==> src/rtl/uart_pkg.sv <==
// Shared UART definitions: receive FSM state encoding, default frame
// constants and the parity helper that the TX block also uses.
package uart_pkg;

    localparam int UART_DATA_BITS    = 8;
    localparam int UART_REARM_CYCLES = 2;

    // START has no encoding: the start bit is checked on the IDLE edge
    // and the FSM moves straight to DATA.
    typedef enum logic [2:0] {
        REARM  = 3'd0,
        IDLE   = 3'd1,
        DATA   = 3'd2,
        PARITY = 3'd3,
        STOP   = 3'd4
    } uart_rx_state_e;

    // Expected parity bit for a byte. Narrower frames are passed in
    // zero-extended, and zero bits do not change the XOR.
    function automatic logic uart_parity(input logic [7:0] data, input logic odd);
        return (^data) ^ odd;
    endfunction

endpackage

==> src/rtl/uart_byte_fifo2.sv <==
// Two-entry valid/ready byte FIFO with a registered head.
// Ports:
//   sampling_clock, init_flag  clock, async active-low reset
//   push, push_data            write strobe and byte
//   pop_ready                  consumer ready; pop = head_valid && pop_ready
//   head_data, head_valid      head-of-FIFO byte and non-empty flag
//   overrun                    one-cycle pulse: push refused because full
module uart_byte_fifo2 #(
    parameter int W = 8
) (
    input  logic         sampling_clock,
    input  logic         init_flag,
    input  logic         push,
    input  logic [W-1:0] push_data,
    input  logic         pop_ready,
    output logic [W-1:0] head_data,
    output logic         head_valid,
    output logic         overrun
);

    logic [W-1:0] head_q, tail_q;
    logic [1:0]   count;
    logic         pop;

    assign pop        = pop_ready && (count != 2'd0);
    assign head_valid = (count != 2'd0);
    assign head_data  = head_q;
    // A pop on the same edge makes room, so only push-without-pop overruns.
    assign overrun    = push && (count == 2'd2) && !pop;

    always_ff @(posedge sampling_clock or negedge init_flag) begin
        if (!init_flag) begin
            head_q <= '0;
            tail_q <= '0;
            count  <= 2'd0;
        end else begin
            case (count)
                2'd0: begin
                    if (push) begin
                        head_q <= push_data;
                        count  <= 2'd1;
                    end
                end
                2'd1: begin
                    case ({push, pop})
                        2'b11: head_q <= push_data;
                        2'b10: begin
                            tail_q <= push_data;
                            count  <= 2'd2;
                        end
                        2'b01: count <= 2'd0;
                        default: ;
                    endcase
                end
                default: begin
                    case ({push, pop})
                        2'b11: begin
                            head_q <= tail_q;
                            tail_q <= push_data;
                        end
                        2'b01: begin
                            head_q <= tail_q;
                            count  <= 2'd1;
                        end
                        default: ; // push while full is dropped
                    endcase
                end
            endcase
        end
    end

endmodule

==> src/rtl/uart_rx_frame_ctrl.sv <==
// UART receive frame controller. Re-arms the bit sampler between frames,
// checks start/parity/stop bits on each sample strobe, assembles the byte
// LSB first and queues completed bytes in a 2-entry FIFO.
// Ports:
//   sampling_clock, init_flag  clock, async active-low reset
//   sample_valid, sample_bit   mid-bit strobe and value from the sampler
//   sampler_en                 high = sampler running, low = held in stop
//   rx_data, rx_valid, rx_ready  byte stream toward the core
//   frame_err, parity_err, overrun_err, timeout_err  sticky error flags
//   err_clr                    pulse clears sticky errors (a new set wins)
//   busy                       frame in progress (DATA..STOP)
module uart_rx_frame_ctrl
    import uart_pkg::*;
#(
    parameter int DATA_BITS      = UART_DATA_BITS,
    parameter int PARITY_EN      = 0,
    parameter int PARITY_ODD     = 0,
    parameter int TIMEOUT_CYCLES = 200,
    parameter int REARM_CYCLES   = UART_REARM_CYCLES
) (
    input  logic                 sampling_clock,
    input  logic                 init_flag,
    input  logic                 sample_valid,
    input  logic                 sample_bit,
    output logic                 sampler_en,
    output logic [DATA_BITS-1:0] rx_data,
    output logic                 rx_valid,
    input  logic                 rx_ready,
    output logic                 frame_err,
    output logic                 parity_err,
    output logic                 overrun_err,
    output logic                 timeout_err,
    input  logic                 err_clr,
    output logic                 busy
);

    localparam int BC_W = $clog2(DATA_BITS + 1);
    localparam int TO_W = $clog2(TIMEOUT_CYCLES + 1);
    localparam int RA_W = ($clog2(REARM_CYCLES) < 2) ? 2 : $clog2(REARM_CYCLES);

    uart_rx_state_e       state, state_nxt;
    logic [RA_W-1:0]      rearm_cnt, rearm_nxt;
    logic [BC_W-1:0]      bit_cnt, bit_nxt;
    logic [TO_W-1:0]      to_cnt, to_nxt;
    logic [DATA_BITS-1:0] shift_reg, shift_nxt;
    logic                 frame_bad, bad_nxt;
    logic                 set_frame, set_par, set_to, push, fifo_overrun;
    logic [7:0]           par_data;

    assign sampler_en = (state != REARM);
    assign busy       = (state == DATA) || (state == PARITY) || (state == STOP);

    always_comb begin
        state_nxt = state;
        rearm_nxt = rearm_cnt;
        bit_nxt   = bit_cnt;
        to_nxt    = to_cnt;
        shift_nxt = shift_reg;
        bad_nxt   = frame_bad;
        set_frame = 1'b0;
        set_par   = 1'b0;
        set_to    = 1'b0;
        push      = 1'b0;
        par_data  = '0;
        par_data[DATA_BITS-1:0] = shift_reg;

        case (state)
            REARM: begin
                if (rearm_cnt == RA_W'(REARM_CYCLES - 1)) begin
                    state_nxt = IDLE;
                    rearm_nxt = '0;
                end else begin
                    rearm_nxt = rearm_cnt + 1'b1;
                end
            end
            IDLE: begin
                if (sample_valid) begin
                    if (!sample_bit) begin
                        state_nxt = DATA;
                        bit_nxt   = '0;
                        to_nxt    = '0;
                        bad_nxt   = 1'b0;
                    end else begin
                        set_frame = 1'b1;
                        state_nxt = REARM;
                    end
                end
            end
            DATA, PARITY, STOP: begin
                if (sample_valid) begin
                    to_nxt = '0;
                    if (state == DATA) begin
                        shift_nxt = {sample_bit, shift_reg[DATA_BITS-1:1]};
                        bit_nxt   = bit_cnt + 1'b1;
                        if (bit_cnt == BC_W'(DATA_BITS - 1))
                            state_nxt = (PARITY_EN != 0) ? PARITY : STOP;
                    end else if (state == PARITY) begin
                        if (sample_bit != uart_parity(par_data, PARITY_ODD != 0)) begin
                            set_par = 1'b1;
                            bad_nxt = 1'b1;
                        end
                        state_nxt = STOP;
                    end else begin
                        if (!sample_bit)
                            set_frame = 1'b1;
                        else if (!frame_bad)
                            push = 1'b1;
                        state_nxt = REARM;
                    end
                end else if (to_cnt == TO_W'(TIMEOUT_CYCLES - 1)) begin
                    // This edge is the TIMEOUT_CYCLES-th idle clock.
                    set_to    = 1'b1;
                    state_nxt = REARM;
                end else if (to_cnt != TO_W'(TIMEOUT_CYCLES)) begin
                    to_nxt = to_cnt + 1'b1;
                end
            end
            default: state_nxt = REARM;
        endcase
    end

    always_ff @(posedge sampling_clock or negedge init_flag) begin
        if (!init_flag) begin
            state     <= REARM;
            rearm_cnt <= '0;
            bit_cnt   <= '0;
            to_cnt    <= '0;
            shift_reg <= '0;
            frame_bad <= 1'b0;
        end else begin
            state     <= state_nxt;
            rearm_cnt <= rearm_nxt;
            bit_cnt   <= bit_nxt;
            to_cnt    <= to_nxt;
            shift_reg <= shift_nxt;
            frame_bad <= bad_nxt;
        end
    end

    // Sticky errors: the clear is applied first so a same-cycle set wins.
    always_ff @(posedge sampling_clock or negedge init_flag) begin
        if (!init_flag) begin
            frame_err   <= 1'b0;
            parity_err  <= 1'b0;
            overrun_err <= 1'b0;
            timeout_err <= 1'b0;
        end else begin
            frame_err   <= (frame_err   && !err_clr) || set_frame;
            parity_err  <= (parity_err  && !err_clr) || set_par;
            overrun_err <= (overrun_err && !err_clr) || fifo_overrun;
            timeout_err <= (timeout_err && !err_clr) || set_to;
        end
    end

    uart_byte_fifo2 #(.W(DATA_BITS)) u_fifo (
        .sampling_clock (sampling_clock),
        .init_flag      (init_flag),
        .push           (push),
        .push_data      (shift_reg),
        .pop_ready      (rx_ready),
        .head_data      (rx_data),
        .head_valid     (rx_valid),
        .overrun        (fifo_overrun)
    );

endmodule

==> config.mk <==
export PLATFORM = sky130hd
export DESIGN_NAME = uart_rx_frame_ctrl
export DESIGN_NICKNAME = d
export VERILOG_FILES = /design/src/rtl/uart_pkg.sv /design/src/rtl/uart_byte_fifo2.sv /design/src/rtl/uart_rx_frame_ctrl.sv
export SDC_FILE = /design/constraint.sdc
export NUM_CORES = 1
export LEC_CHECK = 0
export CORE_MARGIN = 1
export CORE_UTILIZATION = 35
export DETAILED_ROUTE_END_ITERATION = 16
export PLACE_DENSITY = 0.57
export SETUP_SLACK_MARGIN = 0.2
export SYNTH_ARGS = -nofsm -noshare
export SYNTH_HDL_FRONTEND = slang
export SYNTH_SLANG_ARGS = --single-unit
==> constraint.sdc <==
create_clock -name sampling_clock -period 2.05 [get_ports sampling_clock]
set_input_delay 0.41 -clock sampling_clock [delete_from_list [all_inputs] [get_ports sampling_clock]]
set_output_delay 0.41 -clock sampling_clock [all_outputs]
set_load 0.03 [all_outputs]
==> metrics.txt <==
GPL Wtd Cong=0.7164; Post-Syn Area=2499 sq um; Fmax achieved=551.7 MHz; Pwr Density=980.7 nW/um^2; via count=1799; first-pass GRT wire length=8259 um; Initial Util=36.58%; top post-synthesis cells by area=dfrtp_1 (48%), mux2_1 (7.7%), nand2_1 (6.2%); Slew @ Worst Pin=0.5687 ns; post-route design area=3102 sq um; Post-CTS Hold Fix Bufs=0; status=finished, final reports clean; number of synthesized flops with an enable pin=0; syn_area_per_cell=10.68 sq um; RSZ-0062 raised after global routing=yes; Clock Latency Late Sink=0.30 ns; Yosys reg bits=48; root buf cell=clkbuf_8; CP arrival=1.40 ns; Final min period=1.813 ns; clk sinks=48; GR Overflow Total=0; P_leak=1.488 nW; GRT Total Usage=14.21%; Area growth, synth to finish=24.14%; Final Max Slew Viols=0; share of the synthesized area in the top cell type=48.07%; Post-DRT Antenna Nets=0; Post-synth top cells=dfrtp_1 (48), nand2_1 (41), mux2_1 (17); fraction of layout cells with a size suffix above 1=20.88%; Die W=86.49 um; dpl cells=359; ys async rst share=100.0%; post-synthesis sequential area ratio=48.07%; final std cells w/o fill=369; synthesized netlist cell count=234; Worst Hold Class=in -> async; clk slew on worst S/H paths=0.09 ns; CTS H-tree depth=2; diodes inserted=0; initial antenna violation count=0; Max VDD drop=0.5376 mV; WL/cell=12.95 um; CP Capture Type=output port; dpl cell area=2939 sq um; Die Height=86.49 um; max cap viols=0; Synth cell types=57; Die ar.=7481 sq um; Starting DRT DRC Count=62; endpoints failing setup=0; # DRC=0; Final Hold Viols=0; largest net degree at the start of global routing=27; Critical Path Fanout Max=3; R2R Path Start=state[0]$_DFFE_PN0P_; layout filler cell count=684; Port-buffer cells=20; vias in the first global route=1783; critical path required time=1.64 ns; DP Wirelength=3414 um; 1st-pass router iterations=4; R2R setup slack=0.26 ns; clk buf depth=2; I/O pins=21; Synth Net Count=243; slowest CP cell=or3b_4; drt total wl=4777 um; Slew HR=62.09%; core box area=6832 sq um; crit path kind=reg -> out; CP startpoint=state[0]$_DFFE_PN0P_; crit start category=flip-flop; most frequent cell after synthesis=dfrtp_1; critical-path cell list=or3b_4 -> nand2_4 -> buf_6; r2r endpoint=u_fifo.tail_q[4]$_DFFE_PN0P_; CTS tree=yes; Synth area leader=dfrtp_1; FF-to-FF path depth=5; crit share post-route=88.42%; cell row count=30; top_reg_cell synth=dfrtp_1; drt via density=4.875; Worst Skew=0.006634 ns; CP max stage delay=0.46 ns; Syn. warnings=0; nets@finish=282; Num CTS Buffers=5
cell families after synthesis:
logic type / share of synthesized area, %
buf+inv: 3.756
fa+ha+maj: 1.502
flops: 48.07
mux: 12.87
compound gates: 12.12
xor+xnor: 3.956
simple gates: 17.73
worst max-delay path by stage:
stage | end | slack, ns | cells after the start
6_report | busy | 0.24 | 3
2_1_floorplan | u_fifo.head_data[0]$_DFFE_PN0P_ | 0.23 | 5
5_1_grt | to_cnt[6]$_DFFE_PN0P_ | 0.19 | 5
4_1_cts | sampler_en | 0.11 | 4
3_5_place_dp | frame_bad$_DFFE_PN0P_ | -0.14 | 5
3_3_place_gp | parity_err$_DFF_PN0_ | -0.12 | 5
cell usage in the layout, fill, tap and decap left out, drive strengths merged, types with 3 or more instances in the layout:
cell	count
a21oi	10
dfrtp	48
a21o	4
nor3b	5
nor2	4
buf	24
mux2i	4
nor3	3
o21bai	3
mux2	25
or3	3
clkbuf	6
ha	3
and3	3
nand2	41
nand2b	3
xor2	4
o21ai	9
nor2b	4
clkdlybuf4s50	14
inv	11
cell type report:
class	count	area [sq um]	area share, %
clock inverters	2	12.51	0.4034
repair buffers	42	397.9	12.83
well taps	96	120.1	3.873
flip-flops and latches	48	1201	38.73
multi-input cells	165	1260	40.62
inverters	11	41.29	1.331
clock buffers	5	68.82	2.219
power by group:
| group | internal [mW] | total (mW) | switching (mW) | leakage, nW |
|---|---|---|---|---|
| registers | 1.09 | 1.21 | 0.126 | 0.659 |
| logic | 0.624 | 1.29 | 0.663 | 0.789 |
| clock network | 0.231 | 0.543 | 0.312 | 0.0400 |
what timing repair did:
action,4_1_cts,5_1_grt
endpoints found under the setup margin,14,27
resized for setup,7,13
setup buffers,2,1
pin swaps,2,1
metrics by stage:
step	setup slack, ns	hold WS, ns	TNS [ns]	util (%)	total power [mW]
6_report	0.2374	0.09299	0	45.40	3.042
2_1_floorplan	0.2269	0.1144	0	-	2.015
4_1_cts	0.1116	0.1164	0	44.56	3.032
5_1_grt	0.1855	0.1346	0	45.40	3.257
3_5_place_dp	-0.1413	0.4465	-1.330	43.02	2.447
3_3_place_gp	-0.1221	0.4378	-0.9345	43.02	2.438
worst max-delay path, delay by kind of cell (launching register included):
| family | cells | cell delay (ns) |
|---|---|---|
| and+or+nand+nor | 2 | 0.57 |
| DFF | 1 | 0.41 |
| buffers and inverters | 1 | 0.13 |
flip-flops by register name, summed over array words and instances, names as in the netlist:
signal            cells
timeout_err           1
state                 3
u_fifo.tail_q         8
overrun_err           1
frame_err             1
par_data              8
parity_err            1
rearm_cnt             2
u_fifo.count          2
to_cnt                8
u_fifo.head_data      8
frame_bad             1
bit_cnt               4
per-layer routing:
layer	vias to the layer above	global-route usage, %	part of all wire (%)
li1	899	-	-
met1	874	18.51	50
met2	19	23.67	46
met3	7	3.048	2.8
met4	0	4.545	1.2
met5	-	0	0
No activity file was read; power rests on OpenSTA's default activity.
==> edit (config.mk and constraints unchanged) <==
The 5 states of `uart_rx_state_e` get a Gray code encoding in 3 bits.
--- a/src/rtl/uart_pkg.sv
+++ b/src/rtl/uart_pkg.sv
@@ -10,7 +10,7 @@
     typedef enum logic [2:0] {
-        REARM  = 3'd0,
-        IDLE   = 3'd1,
-        DATA   = 3'd2,
-        PARITY = 3'd3,
-        STOP   = 3'd4
+        REARM  = 3'b000,
+        IDLE   = 3'b001,
+        DATA   = 3'b011,
+        PARITY = 3'b010,
+        STOP   = 3'b110
     } uart_rx_state_e;
Check against the original RTL: no difference found for any inputs over 10 cycles, from zero or initial values; not proved beyond that.
==> edit against the unedited design <==
Sequential cell count is the same. Setup slack gained 0.0079 ns. Register-to-register slack is essentially flat. Sequential power grew 6%. Area after synthesis shrank 2.0%. Design area shrank 2.6%. Count of clock-buffer cells in the layout grew 1. Power shrank 1.1%. Synthesized cell count shrank 4.7%. Routed wire length grew 1.8%.
==> edit: results (changes against the unedited design) <==
stage	metric	value	unit	change
timing	skew	0.005860	ns	-0.0007737 ns
clocking	numCtsBuffers	5		unchanged
pwr	peakVddDrop	0.3615	mV	-33%
cells_and_area	drive_gt1_frac	0.2143		+0.005495
routing	drt_iter0_markers	87		+40%
clocking	cts_max_level	2		unchanged
placed_design	portBuffers	20		unchanged
global_route	grt_max_degree	19		-30%
timing	worst_slew_pin_slew	0.5209	ns	-0.04778 ns
placed_design	place_congestion	0.7619		+6.4%
clocking	clock_path_buffers	2		unchanged
routing	met3_length	88	µm	-34%
yosys	synthMuxAreaShare	0.1323		+0.003652
global_route	grt_usage	0.1464		+0.004302
cells_and_area	diodes	0		unchanged
global_route	grt_pass1_wl	8.542	mm	+3.4%
routing	wl_per_cell	13.43	µm	+3.8%
pwr	internal-power	0.001924	W	-0.89%
yosys	synth_compound_area_frac	0.1283		+0.007076
critical_path	critPathArrivalTime	1.39	ns	
placed_design	post-dp-hpwl	3.536	mm	+3.6%
cells_and_area	nets	274		-2.8%
critical_path	crit_fanout	9		+6
critical_path	worst_path_max_delay_cell	dfrtp_2		
clocking	root_buffer	clkbuf_8		
clocking	clk_pin_slew	0.09	ns	about the same
yosys	yosysUniqueCellTypes	53		-7.0%
yosys	yosysSeqAreaShare	0.4905		+0.009826
critical_path	critical_path.max_stage_delay	0.49	ns	+0.03 ns
routing	wl_met2	2.138	mm	-3.6%
routing	dr.pass1.iters	4		unchanged
routing	viasPerCell	4.856		-0.39%
run_status	status	completed		
yosys	ys_top_cells_by_count	dfrtp_1, nand2_1, mux2_1		
yosys	syn_nets	232		-4.5%
timing	fin_setup_tns	0	ns	unchanged
yosys	synthAdderAreaFrac	0.01533		+0.0003071
yosys	synth_area_leaders	dfrtp_1, mux2_1, nand2_1, mux2_2, xnor3_1		
clocking	insertion_delay	0.30	ns	about the same
routing	drt-met1-wl	2.568	mm	+8.4%
routing	highest_layer	met4		
timing	final_hold_viol_count	0		unchanged
yosys	async_flop_share	1.000		unchanged
min_path	hold_class	in -> async		
critical_path	cp_top_family	flip-flops		
timing	slew_viol_final	0		unchanged
yosys	yosysWarnings	0		unchanged
pwr	leakage	1.443	nW	-3.0%
global_route	antenna_found_initial	0		unchanged
yosys	synth_xor_area_frac	0.03986		+0.0002976
yosys	synthCells	223		-4.7%
global_route	grt_pass1_vias	1783		unchanged
==> edit: what timing repair did <==
item | in CTS | in global routing
buffers inserted | 0 | 1
gates resized for setup | 7 | 8
endpoints found under the setup margin | 21 | 21
==> edit: power groups by stage <==
stage | sequential, W | clock (W) | combinational, W
floorplan | 0.00129 | 0 | 0.000737
global placement | 0.00128 | 0 | 0.00113
detailed placement | 0.00129 | 0 | 0.00114
CTS | 0.00127 | 0.000626 | 0.00113
global route | 0.00130 | 0.000660 | 0.00125
finish | 0.00128 | 0.000604 | 0.00113
==> edit: per-stage QoR <==
stage | instances | area, µm² | util | setup slack [ns]
CTS | 361 | 3000 | 0.4416 | 0.07151
global route | 362 | 3022 | 0.4448 | 0.1655
finish | 362 | 3022 | 0.4448 | 0.2453
global placement | 353 | 2904 | 0.4274 | -0.1392
detailed placement | 353 | 2904 | 0.4274 | -0.2094
floorplan | 223 | 2449 | - | 0.3445
==> edit: path summary, 6_finish.rpt <==
check	cells past startpoint	start	slack, ns	to
worst max-delay path	2	state[1]	0.25	sampler_en
worst min-delay path	1	init_flag	0.02	u_fifo.head_data[1]
worst max register to register	5	state[0]	0.26	u_fifo.count[0]
worst min register to register	1	rearm_cnt[0]	0.48	rearm_cnt[0]
max in group asynchronous	2	init_flag	1.44	state[1]
min in group sampling_clock	1	rearm_cnt[0]	0.48	rearm_cnt[0]
==> edit: layout make-up <==
cell class              instances  area (µm²)
clock buffers                   6       82.58
clock inverters                 2       15.01
flip-flops and latches         48        1204
inverters                       9       33.78
multi-input cells             157        1184
repair buffers                 44       382.9
well taps                      96       120.1
fillers                       659        3772
==> edit: per-layer routing <==
layer / GRT usage / up-vias
met5: 0 / -
met1: 0.2086 / 844
met3: 0.02599 / 6
met2: 0.2276 / 23
met4: 0.04545 / 0
li1: - / 885
